`src/rtl/cpu_banked_fsr_datapath.sv`:
```
// cpu_banked_fsr_datapath
//   FSR, bank-select register and a banked general-purpose file. The lowest
//   SHARED_N offsets of every bank fold onto bank 0, which gives a common area.
//   A direct offset of 0 (INDF) turns into an indirect access through the FSR.
//   After reset the whole file is cleared one word per cycle. During that fill
//   busy is high and all CPU requests are ignored.
//
// Optional feature macro: FSR_AUTOINC_EN
//   When defined, inc_fsr post-increments the FSR after an indirect access.
//   When undefined, inc_fsr is ignored.
//
// Ports
//   clk, rst                 clock, synchronous active-high reset
//   instruction_reg_output   direct file offset (OFS_W bits)
//   alu_output               write data for the file, FSR and bank register
//   load_ram / load_fsr / load_bank / inc_fsr   CPU write strobes
//   ram_out                  combinational read of the effective address
//   fsr_reg_out, bank_reg_out  current FSR and bank select
//   eff_addr                 resolved file address
//   busy                     high during reset and the post-reset fill
module cpu_banked_fsr_datapath #(
  parameter int DATA_W   = 8,
  parameter int OFS_W    = 5,
  parameter int BANK_W   = 2,
  parameter int SHARED_N = 8
) (
  input  logic                    clk,
  input  logic                    rst,
  input  logic [OFS_W-1:0]        instruction_reg_output,
  input  logic [DATA_W-1:0]       alu_output,
  input  logic                    load_ram,
  input  logic                    load_fsr,
  input  logic                    load_bank,
  input  logic                    inc_fsr,
  output logic [DATA_W-1:0]       ram_out,
  output logic [DATA_W-1:0]       fsr_reg_out,
  output logic [BANK_W-1:0]       bank_reg_out,
  output logic [BANK_W+OFS_W-1:0] eff_addr,
  output logic                    busy
);

  localparam int AW    = BANK_W + OFS_W;
  localparam int DEPTH = 2 ** AW;
  // One extra bit so SHARED_N == 2**OFS_W is still representable.
  localparam logic [OFS_W:0] SHARED_LIM = (OFS_W + 1)'(SHARED_N);

  typedef enum logic {ST_FILL, ST_RUN} state_t;

  state_t            state;
  logic [DATA_W-1:0] fsr;
  logic [BANK_W-1:0] bank;
  logic [AW-1:0]     cnt;
  logic [DATA_W-1:0] mem [DEPTH];

  logic              run;
  logic              indirect;
  logic              self_ref;
  logic              do_inc;
  logic [AW-1:0]     raw;
  logic [OFS_W-1:0]  ofs;

  assign run          = (state == ST_RUN);
  assign fsr_reg_out  = fsr;
  assign bank_reg_out = bank;

  // Address resolution. Offset 0 selects the FSR as a pointer. Low offsets of
  // any bank fold onto bank 0. An indirect pointer whose own offset is 0 would
  // point back at INDF, so it is flagged as a self-reference.
  always_comb begin
    indirect = (instruction_reg_output == '0);
    raw      = indirect ? fsr[AW-1:0] : {bank, instruction_reg_output};
    ofs      = raw[OFS_W-1:0];
    eff_addr = ({1'b0, ofs} < SHARED_LIM) ? {{BANK_W{1'b0}}, ofs} : raw;
    self_ref = indirect && (ofs == '0);
  end

  // Reads are forced to zero while filling and for the INDF self-reference.
  assign ram_out = (!run || self_ref) ? '0 : mem[eff_addr];

`ifdef FSR_AUTOINC_EN
  assign do_inc = inc_fsr && indirect;
`else
  logic unused_inc_fsr;
  assign unused_inc_fsr = inc_fsr;
  assign do_inc         = 1'b0;
`endif

  // Control state. FILL walks cnt over the whole file, and busy falls on the
  // edge that clears the last word. In RUN, load_fsr has priority over the
  // post-increment.
  always_ff @(posedge clk) begin
    if (rst) begin
      state <= ST_FILL;
      fsr   <= '0;
      bank  <= '0;
      cnt   <= '0;
      busy  <= 1'b1;
    end else if (!run) begin
      cnt <= cnt + AW'(1);
      if (&cnt) begin
        state <= ST_RUN;
        busy  <= 1'b0;
      end
    end else begin
      if (load_fsr)
        fsr <= alu_output;
      else if (do_inc)
        fsr <= fsr + DATA_W'(1);
      if (load_bank)
        bank <= alu_output[BANK_W-1:0];
    end
  end

  // File storage. It has no reset of its own: the fill clears it, and in RUN
  // the ALU writes to the address resolved from the pre-edge FSR and bank.
  always_ff @(posedge clk) begin
    if (!rst) begin
      if (!run)
        mem[cnt] <= '0;
      else if (load_ram && !self_ref)
        mem[eff_addr] <= alu_output;
    end
  end

endmodule

```
`config.mk`:
```
export PLATFORM = sky130hd
export DESIGN_NAME = cpu_banked_fsr_datapath
export DESIGN_NICKNAME = d
export VERILOG_FILES = /design/src/rtl/cpu_banked_fsr_datapath.sv
export SDC_FILE = /design/constraint.sdc
export NUM_CORES = 1
export LEC_CHECK = 0
export CORE_UTILIZATION = 45
export CTS_BUF_LIST = sky130_fd_sc_hd__clkbuf_8
export DETAILED_ROUTE_END_ITERATION = 7
export SLEW_MARGIN = 40
export SYNTH_ARGS = -nofsm -noshare
export SYNTH_HDL_FRONTEND = slang
export SYNTH_SLANG_ARGS = --single-unit
```
`constraint.sdc`:
```
create_clock -name clk -period 9.55 [get_ports clk]
set_clock_uncertainty 0.15 [all_clocks]
set_input_delay 1.91 -clock clk [delete_from_list [all_inputs] [get_ports clk]]
set_output_delay 1.91 -clock clk [all_outputs]
set_load 0.02 [all_outputs]
```
# Word level (Yosys, flattened, before mapping)
# Memory sizes are Yosys's and may differ from the RTL's.
# Index checks and enable logic that the tools add are counted.
[totals] register_bits=19 mem_bits_rw=1024 input_bits=19 out_inout_bits=26 word_cells=36 mem_count=1
[op_classes] addsub=1 order_cmp=1 n_mux=15 bitwise=1 reduce_logical=12
[memory_table] name="mem" depth=128 word_bits=8 rd=1 rd_clocked_by_memory_dff=0 wr=1 line="53" rtl="logic [DATA_W-1:0] mem [DEPTH];"
[ops] op="7-bit two-way mux" n=3
[ops] op="8-bit two-way mux" n=2
[ops] op="5-bit logical NOT" n=2
[ops] op="1-bit two-way mux" n=10
[ops] op="8-bit AND reduction" n=1
[ops] op="8-bit OR reduction" n=1
[ops] op="7-bit by 1-bit adder with 7-bit output (second input constant)" n=1
[ops] op="7-bit AND reduction" n=1
[ops] op="5-bit by 4-bit < comparator with 1-bit output (second input constant)" n=1
[ops] op="2-bit AND reduction" n=2
[ops] op="1-bit logical AND" n=2
[ops] op="1-bit logical NOT" n=2
[ops] op="1-bit logical OR" n=1
[ops] op="1-bit NOT" n=1

# Longest topological paths before layout
# Gate-level depths: netlist (run 1).
[depth] ltp_word=12 ltp_mapped=13 depth_no_buf=9

# Least setup slack after synthesis (run 1)
# No wires, ideal clock.
[synth_timing] kind="input -> output" start="input instruction_reg_output[4]" end="output ram_out[0]" t_arrival_ns=4.462 required_ns=7.490 setup_slack_ns=3.028 cell_stages=9 n_path_buf=1 path_cell_list="buf_2 > nor4_1 > nand3b_1 > a22oi_1 > and2_1 > nand2_1 > nor4_1 > nor3_1 > o22ai_1"
[synth_via] elab_chain_cells=6 elab_cells_between_ends=9 classes_between="order compare: 1; mux: 3; reduce/logical: 4; memory: 1"
[synth_lines] element="start, declared" line="29" rtl="input logic [OFS_W-1:0] instruction_reg_output,"
[synth_lines] element="5-bit logical NOT" line="70" rtl="indirect = (instruction_reg_output == '0);"
[synth_lines] element="7-bit two-way mux *" line="71" rtl="raw = indirect ? fsr[AW-1:0] : {bank, instruction_reg_output};"
[synth_lines] element="5-bit by 4-bit < comparator with 1-bit output" line="73" rtl="eff_addr = ({1'b0, ofs} < SHARED_LIM) ? {{BANK_W{1'b0}}, ofs} : raw;"
[synth_lines] element="7-bit two-way mux *" line="73"
[synth_lines] element="named net eff_addr[6]" line="38" rtl="output logic [BANK_W+OFS_W-1:0] eff_addr,"
[synth_lines] element="memory read 128 x 8 bit *"
[synth_lines] element="8-bit two-way mux *" line="78" rtl="assign ram_out = (!run || self_ref) ? '0 : mem[eff_addr];"
[synth_lines] element="end, declared" line="35" rtl="output logic [DATA_W-1:0] ram_out,"
# The timed path passes the listed nets; every way through them passes the cells marked *.

# Worst setup path in the final report (run 1)
[layout_timing] start="input instruction_reg_output[1]" end="output ram_out[2]"
[layout_via] elab_chain_cells=6 elab_cells_between_ends=9 classes_between="order compare: 1; mux: 3; reduce/logical: 4; memory: 1"
[layout_lines] element="5-bit logical NOT" line="70"
[layout_lines] element="7-bit two-way mux" line="71"
[layout_lines] element="5-bit by 4-bit < comparator with 1-bit output or 5-bit logical NOT (tied branches)" line="73, 74"
[layout_lines] element="7-bit two-way mux or 1-bit logical AND (tied branches)" line="73, 74"
[layout_lines] element="memory read 128 x 8 bit or 1-bit logical OR (tied branches)"
[layout_lines] element="8-bit two-way mux *" line="78"
# Mark *: on every way between the ends. The rest lies on a longest branch, timed or not.

==> results of run 1 <==
==> final cells by class <==
cell class / count / area, µm²
Antenna cell: 2 / 5.00
Clock buffer: 155 / 2130
Clock inverter: 115 / 549
Fill cell: 6716 / 39400
Inverter: 21 / 93.8
Multi-Input combinational cell: 1333 / 8970
Sequential cell: 927 / 27600
Tap cell: 1060 / 1330
Timing Repair Buffer: 101 / 962
==> state kept, by name, summed over array words and instances (netlist names) <==
name,flops
mem,908
fsr_reg_out,8
cnt,7
bank_reg_out,2
busy,1
run,1
==> path summary, 6_finish.rpt <==
path	start	to	slack, ps
min	fsr_reg_out[7]$_SDFFE_PP0P_	fsr_reg_out[7]$_SDFFE_PP0P_	310
max	instruction_reg_output[1]	ram_out[2]	520
max reg2reg	fsr_reg_out[2]$_SDFFE_PP0P_	mem[51][7]$_DFFE_PP_	4360
min reg2reg	fsr_reg_out[7]$_SDFFE_PP0P_	fsr_reg_out[7]$_SDFFE_PP0P_	310
==> metal layers <==
metal	wire, µm	GRT usage, %
met1	40800	33.2
met2	45900	36.2
met3	7780	4.72
met4	2260	7.39
met5	0	0
==> critical path: stages <==
cell,delay (ps)
clkdlybuf4s50_1,800
nor2_1,150
a31oi_4,510
nand2_1,410
nand2_1,580
inv_1,450
a31oi_1,270
a21oi_1,150
nor3_1,690
o22ai_1,400
clkdlybuf4s50_1,640
==> stage by stage <==
stage | setup slack (ps) | power [mW] | hold WS [ps]
CTS | 685 | 7.85 | 311
finish | 522 | 7.79 | 310
global placement | 687 | 4.77 | 298
global route | 534 | 8.02 | 349
floorplan | 3030 | 4.67 | 372
detailed placement | 701 | 4.77 | 303
==> kinds of logic after synthesis <==
group	Yosys count	share of synthesized area [%]
AO/OA/AOI/OAI	295	5.41
buffers and inverters	166	1.95
AND/OR/NAND/NOR	862	10.0
multiplexers	170	8.02
flip-flops	927	74.4
XOR/XNOR	5	0.118
adder cells (fa/ha/maj)	1	0.0337
==> cell usage in the layout (no fill, tap or decap), types with 7 or more instances in the layout <==
master | synthesis | layout
a211oi_1 | 28 | 27
a2111oi_0 | 13 | 13
nor4_1 | 11 | 11
a311oi_1 | 9 | 9
mux2i_1 | 66 | 66
nand2_1 | 398 | 398
o211ai_1 | 7 | 7
inv_1 | 16 | 80
clkdlybuf4s50_1 | 0 | 41
clkbuf_8 | 0 | 155
dfxtp_1 | 19 | 19
a32oi_1 | 8 | 8
o22ai_1 | 17 | 17
buf_12 | 0 | 8
clkinv_1 | 0 | 32
nand3b_1 | 7 | 7
a31oi_1 | 41 | 40
buf_4 | 9 | 50
a22oi_1 | 43 | 43
o21ai_0 | 18 | 18
edfxtp_1 | 908 | 908
nand3_1 | 196 | 196
nor2_2 | 0 | 48
mux4_2 | 102 | 102
nor3_1 | 24 | 21
a21oi_1 | 72 | 72
nand4_1 | 13 | 13
and2_4 | 0 | 8
nor2_1 | 178 | 130
==> power by group through the flow <==
stage | Clock (mW) | Sequential, mW | Combinational (mW)
after floorplan | 0 | 4.49 | 0.175
after global placement | 0 | 4.49 | 0.276
after detailed placement | 0 | 4.49 | 0.279
after CTS | 3.16 | 4.41 | 0.280
after global routing | 3.32 | 4.41 | 0.296
final | 3.10 | 4.41 | 0.282
==> impl_metrics.toml, run 1 <==
[status]
status = "finished clean"

[die]
core-area_um2 = 81100
die_area_um2 = 83700
die_h_um = 289
start_util_pct = 45.8
io_pins = 45
die_w_um = 289
rows = 104

[final_layout]
synthToLayoutAreaGrowth_pct = 12.2
post-route-util_pct = 51.4
nNetsFinal = 2556
fin_area_um2 = 41700
drive_gt1_share_pct = 15.7
final_cells = 3714

[placed_design]
post_dp_cell_area_um2 = 38900
place_hpwl_mm = 58.2
dp.cells = 3441
port-buffer-count = 43
gp_congestion = 0.866

[critical_path]
required_ps = 7490
start_kind = "primary input"
arrival_ps = 6970
reg2reg_depth = 11
critPathCaptureType = "primary output"
path_class = "primary input to primary output"
critPathMaxFanout = 12

[synth]
synth.distinct_cells = 62
yosys-top-cells-area = "edfxtp_1 (73%), mux4_2 (6.2%), nand2_1 (4.0%), nand3_1 (2.6%), nor2_1 (1.8%)"
synth_fp_nets = 2446
netlist_area_um2 = 37100
ys_seq_elements = 927
synth_top_area_share_pct = 73.4
yosys.area.top_type = "edfxtp_1"
ys_warn_count = 0
synthFlopType = "edfxtp_1"
async_flop_share_pct = 0
synth.avg_cell_area_um2 = 15.3
syn_inst = 2426
ys_seq_area_share_pct = 74.4
synth-edff-count = 908
yosysMostFrequentCell = "edfxtp_1"
synthTopCellsByCount = "edfxtp_1 (908), nand2_1 (398), nand3_1 (196)"

[power_and_ir_drop]
p_int_mw = 6.03
pwr-share-comb_pct = 3.6
power_switching_mw = 1.76
power_density_nw_per_um2 = 187
switching_share_pct = 22.6
clock_power_share_pct = 39.8
p_leak_nw = 15.1
seqPwrFrac_pct = 56.6
vdd_drop_max_mv = 0.128

[timing]
drv_slew = 0
fin_tns_setup_ps = 0
slew_headroom_pct = 36.4
tightest_slew_ps = 947
timing.fmax_mhz = 111
finalCriticalPeriod_ps = 9030
setup_viol_count_final = 0
rsz0062_at_grt = "no"
post-route-period-util_pct = 94.5
hold_viol = 0

[global_routing]
grt_pass1_vias = 21500
grt-ovfl-total = 0
grt_pass1_wl_mm = 142
antenna_found_initial = 2
grt_max_degree = 142
grt_util_all_layers_pct = 23.3

[drt]
finalWirelength_mm = 96.8
drt_iter0_drc = 2316
ant_nets = 0
drc = 0
via_per_inst = 5.92
vias = 22000
wl_per_cell_um = 26.1
first_pass_iters = 6

[clocking]
cts_hold_buf = 0
cts_setup_buffers = 0
cts_inserted_buffers = 152
clk_latency_ps = 810
cts_root_buf = "clkbuf_8"
clk_path_buf_depth = 3
cts_tree = "done"
clock-sinks = 927
clk_pin_slew_ps = 50
htree_levels = 4
cts_resized = 0

[run]
max_cap_viol_count = 0

[worst_hold_path]
hold_path_depth = 2
hold_path_class = "register to register"
No activity file was read; power rests on OpenSTA's default activity.
==> run 2: changes to the inputs <==
--- a/config.mk
+++ b/config.mk
@@ -8,6 +8,8 @@
 export CORE_UTILIZATION = 45
 export CTS_BUF_LIST = sky130_fd_sc_hd__clkbuf_8
 export DETAILED_ROUTE_END_ITERATION = 7
+export REMOVE_ABC_BUFFERS = 1
+export SKIP_CTS_REPAIR_TIMING = 1
 export SLEW_MARGIN = 40
 export SYNTH_ARGS = -nofsm -noshare
 export SYNTH_HDL_FRONTEND = slang
==> run 2 against run 1 <==
- global-route usage increased by 0.35 points
- utilization is essentially flat
- via count grew 0.86%
==> impl_metrics.toml, run 2 (synthesis gave the netlist of run 1 again) <==
[status]
status = "finished clean"

[worst_hold_path]
whs_endpoint = "fsr_reg_out[7]$_SDFFE_PP0P_"
hold_path_class = "register to register"
hold_path_depth = 2
min-delay-start = "fsr_reg_out[7]$_SDFFE_PP0P_"

[die]
die_area_um2 = 83700
io_pins = 45
die_w_um = 289
rows = 104
core-area_um2 = 81100
start_util_pct = 45.8
die_h_um = 289

[critical_path]
required_ps = 7490
cp.depth = 11
crit_buf_inv = 3
path_class = "primary input to primary output"
cp_cell_sequence = "clkdlybuf4s50_1 > nor3_1 > a31oi_4 > inv_2 > o41a_1 > and2_1 > nand2_1 > nor4_1 > nor3_1 > o22ai_1 > clkdlybuf4s50_1"
critPathMaxFanout = 17
critPathCaptureType = "primary output"
rr_endpoint = "mem[55][4]$_DFFE_PP_"
start_kind = "primary input"
arrival_ps = 6920
critPathTopFamily = "simple AND/OR/NAND/NOR gates"
r2r_slack_ps = 4280
reg2reg_depth = 10
cp_slowest_cell = "clkdlybuf4s50_1"
critPathMaxStageDelay_ps = 720
worstReg2RegStart = "fsr_reg_out[2]$_SDFFE_PP0P_"

[power_and_ir_drop]
pwr-share-comb_pct = 3.7
p_int_mw = 6.02
power_density_nw_per_um2 = 186
switching_share_pct = 22.4
p_leak_nw = 15.1
clock_power_share_pct = 39.4
vdd_drop_max_mv = 0.119
power_switching_mw = 1.74
seqPwrFrac_pct = 56.9

[global_routing]
grt_pass1_wl_mm = 144
grt_util_all_layers_pct = 23.7
grt_pass1_vias = 21800
grt_max_degree = 142
antenna_found_initial = 4
grt-ovfl-total = 0

[timing]
slew_headroom_pct = 39.2
worst_slack_ps = 566
hold_viol = 0
setup_viol_count_final = 0
post-route-period-util_pct = 94.1
drv_slew = 0
timing.fmax_mhz = 111
rsz0062_at_grt = "no"
finalCriticalPeriod_ps = 8980
tightest_slew_ps = 908

[placed_design]
dp.cells = 3450
port-buffer-count = 43
place_hpwl_mm = 60.6
post-place-ws_ps = 742
post_dp_cell_area_um2 = 39000
gp_congestion = 0.890

[final_layout]
drive_gt1_share_pct = 15.8
synthToLayoutAreaGrowth_pct = 12.3
largest_reg_flops = 908
final_cells = 3720
fin_area_um2 = 41700
mostFrequentLayoutCells = "edfxtp_1 (908), nand2_1 (398), nand3_1 (194)"
regMostFlops = "mem"
final_common_cell = "edfxtp_1"
nFillCells = 6639
nNetsFinal = 2560

[clocking]
clk_pin_slew_ps = 60
clk_path_buf_depth = 3
clock-sinks = 927
cts_tree = "done"
clk_latency_ps = 800
htree_levels = 4
cts_root_buf = "clkbuf_8"
cts_inserted_buffers = 146

[run]
max_cap_viol_count = 0

[drt]
drc = 0
ant_nets = 0
finalWirelength_mm = 97.9
via_per_inst = 5.96
first_pass_iters = 6
wl_per_cell_um = 26.3
vias = 22200
drt_iter0_drc = 2519
-- run 2: cell types whose count changed in the layout (fill, tap and decap cells not counted), moves of 4 or more --
cell / before / now
buf_4: 50 / 56
clkbuf_8: 155 / 151
clkinv_2: 6 / 12
inv_1: 80 / 73
nor2_1: 130 / 135
nor2_2: 48 / 43
-- run 2: how the worst max path moves through the flow --
stage	start	slack, ps	end
2_1_floorplan	instruction_reg_output[1]	-4000	ram_out[6]
5_1_grt	instruction_reg_output[1]	530	ram_out[5]
3_3_place_gp	instruction_reg_output[1]	870	ram_out[5]
3_5_place_dp	instruction_reg_output[1]	740	ram_out[5]
6_report	instruction_reg_output[1]	570	ram_out[5]
4_1_cts	instruction_reg_output[1]	730	ram_out[5]
-- run 2: metal layers --
| metal | global-route usage [%] | vias to the layer above | routed length (µm) | part of all wire (%) |
|---|---|---|---|---|
| met1 | 32.8 | 11300 | 40300 | 41 |
| li1 | - | 9649 | - | - |
| met3 | 5.69 | 207 | 8810 | 9.0 |
| met5 | 0 | - | 23 | 0.023 |
| met2 | 36.5 | 1058 | 45700 | 47 |
| met4 | 8.82 | 4 | 3130 | 3.2 |
-- run 2: layout make-up --
cell class	instances	area, µm²	area share, %
flip-flops and latches	927	27600	66.3
multi-input cells	1333	8940	21.4
clock buffers	151	2080	4.98
well taps	1060	1330	3.18
repair buffers	111	1080	2.59
clock inverters	114	547	1.31
inverters	21	93.8	0.225
diodes	3	7.51	0.0180
-- run 2: power by group through the flow --
stage                     Combinational, mW  Sequential [mW]  Clock, mW
after floorplan                       0.167             4.49          0
after global placement                0.280             4.49          0
after detailed placement              0.283             4.49          0
after CTS                             0.285             4.41       3.11
after global routing                  0.304             4.41       3.28
final                                 0.289             4.41       3.06
-- run 2: metrics by stage --
step                      utilization [%]  hold slack [ps]  power, mW  TNS [ps]
after floorplan                         -              366       4.66   -215120
after global placement               47.9              316       4.77         0
after detailed placement             48.1              307       4.78         0
after CTS                            51.3              326       7.80         0
after global routing                 51.5              366       7.99         0
final                                51.5              328       7.76         0
-- run 2: tightest hold or removal path: stages, from the launching register on --
cell     delay [ps]
dfxtp_1         320
nand2_1          60
a21oi_1          60
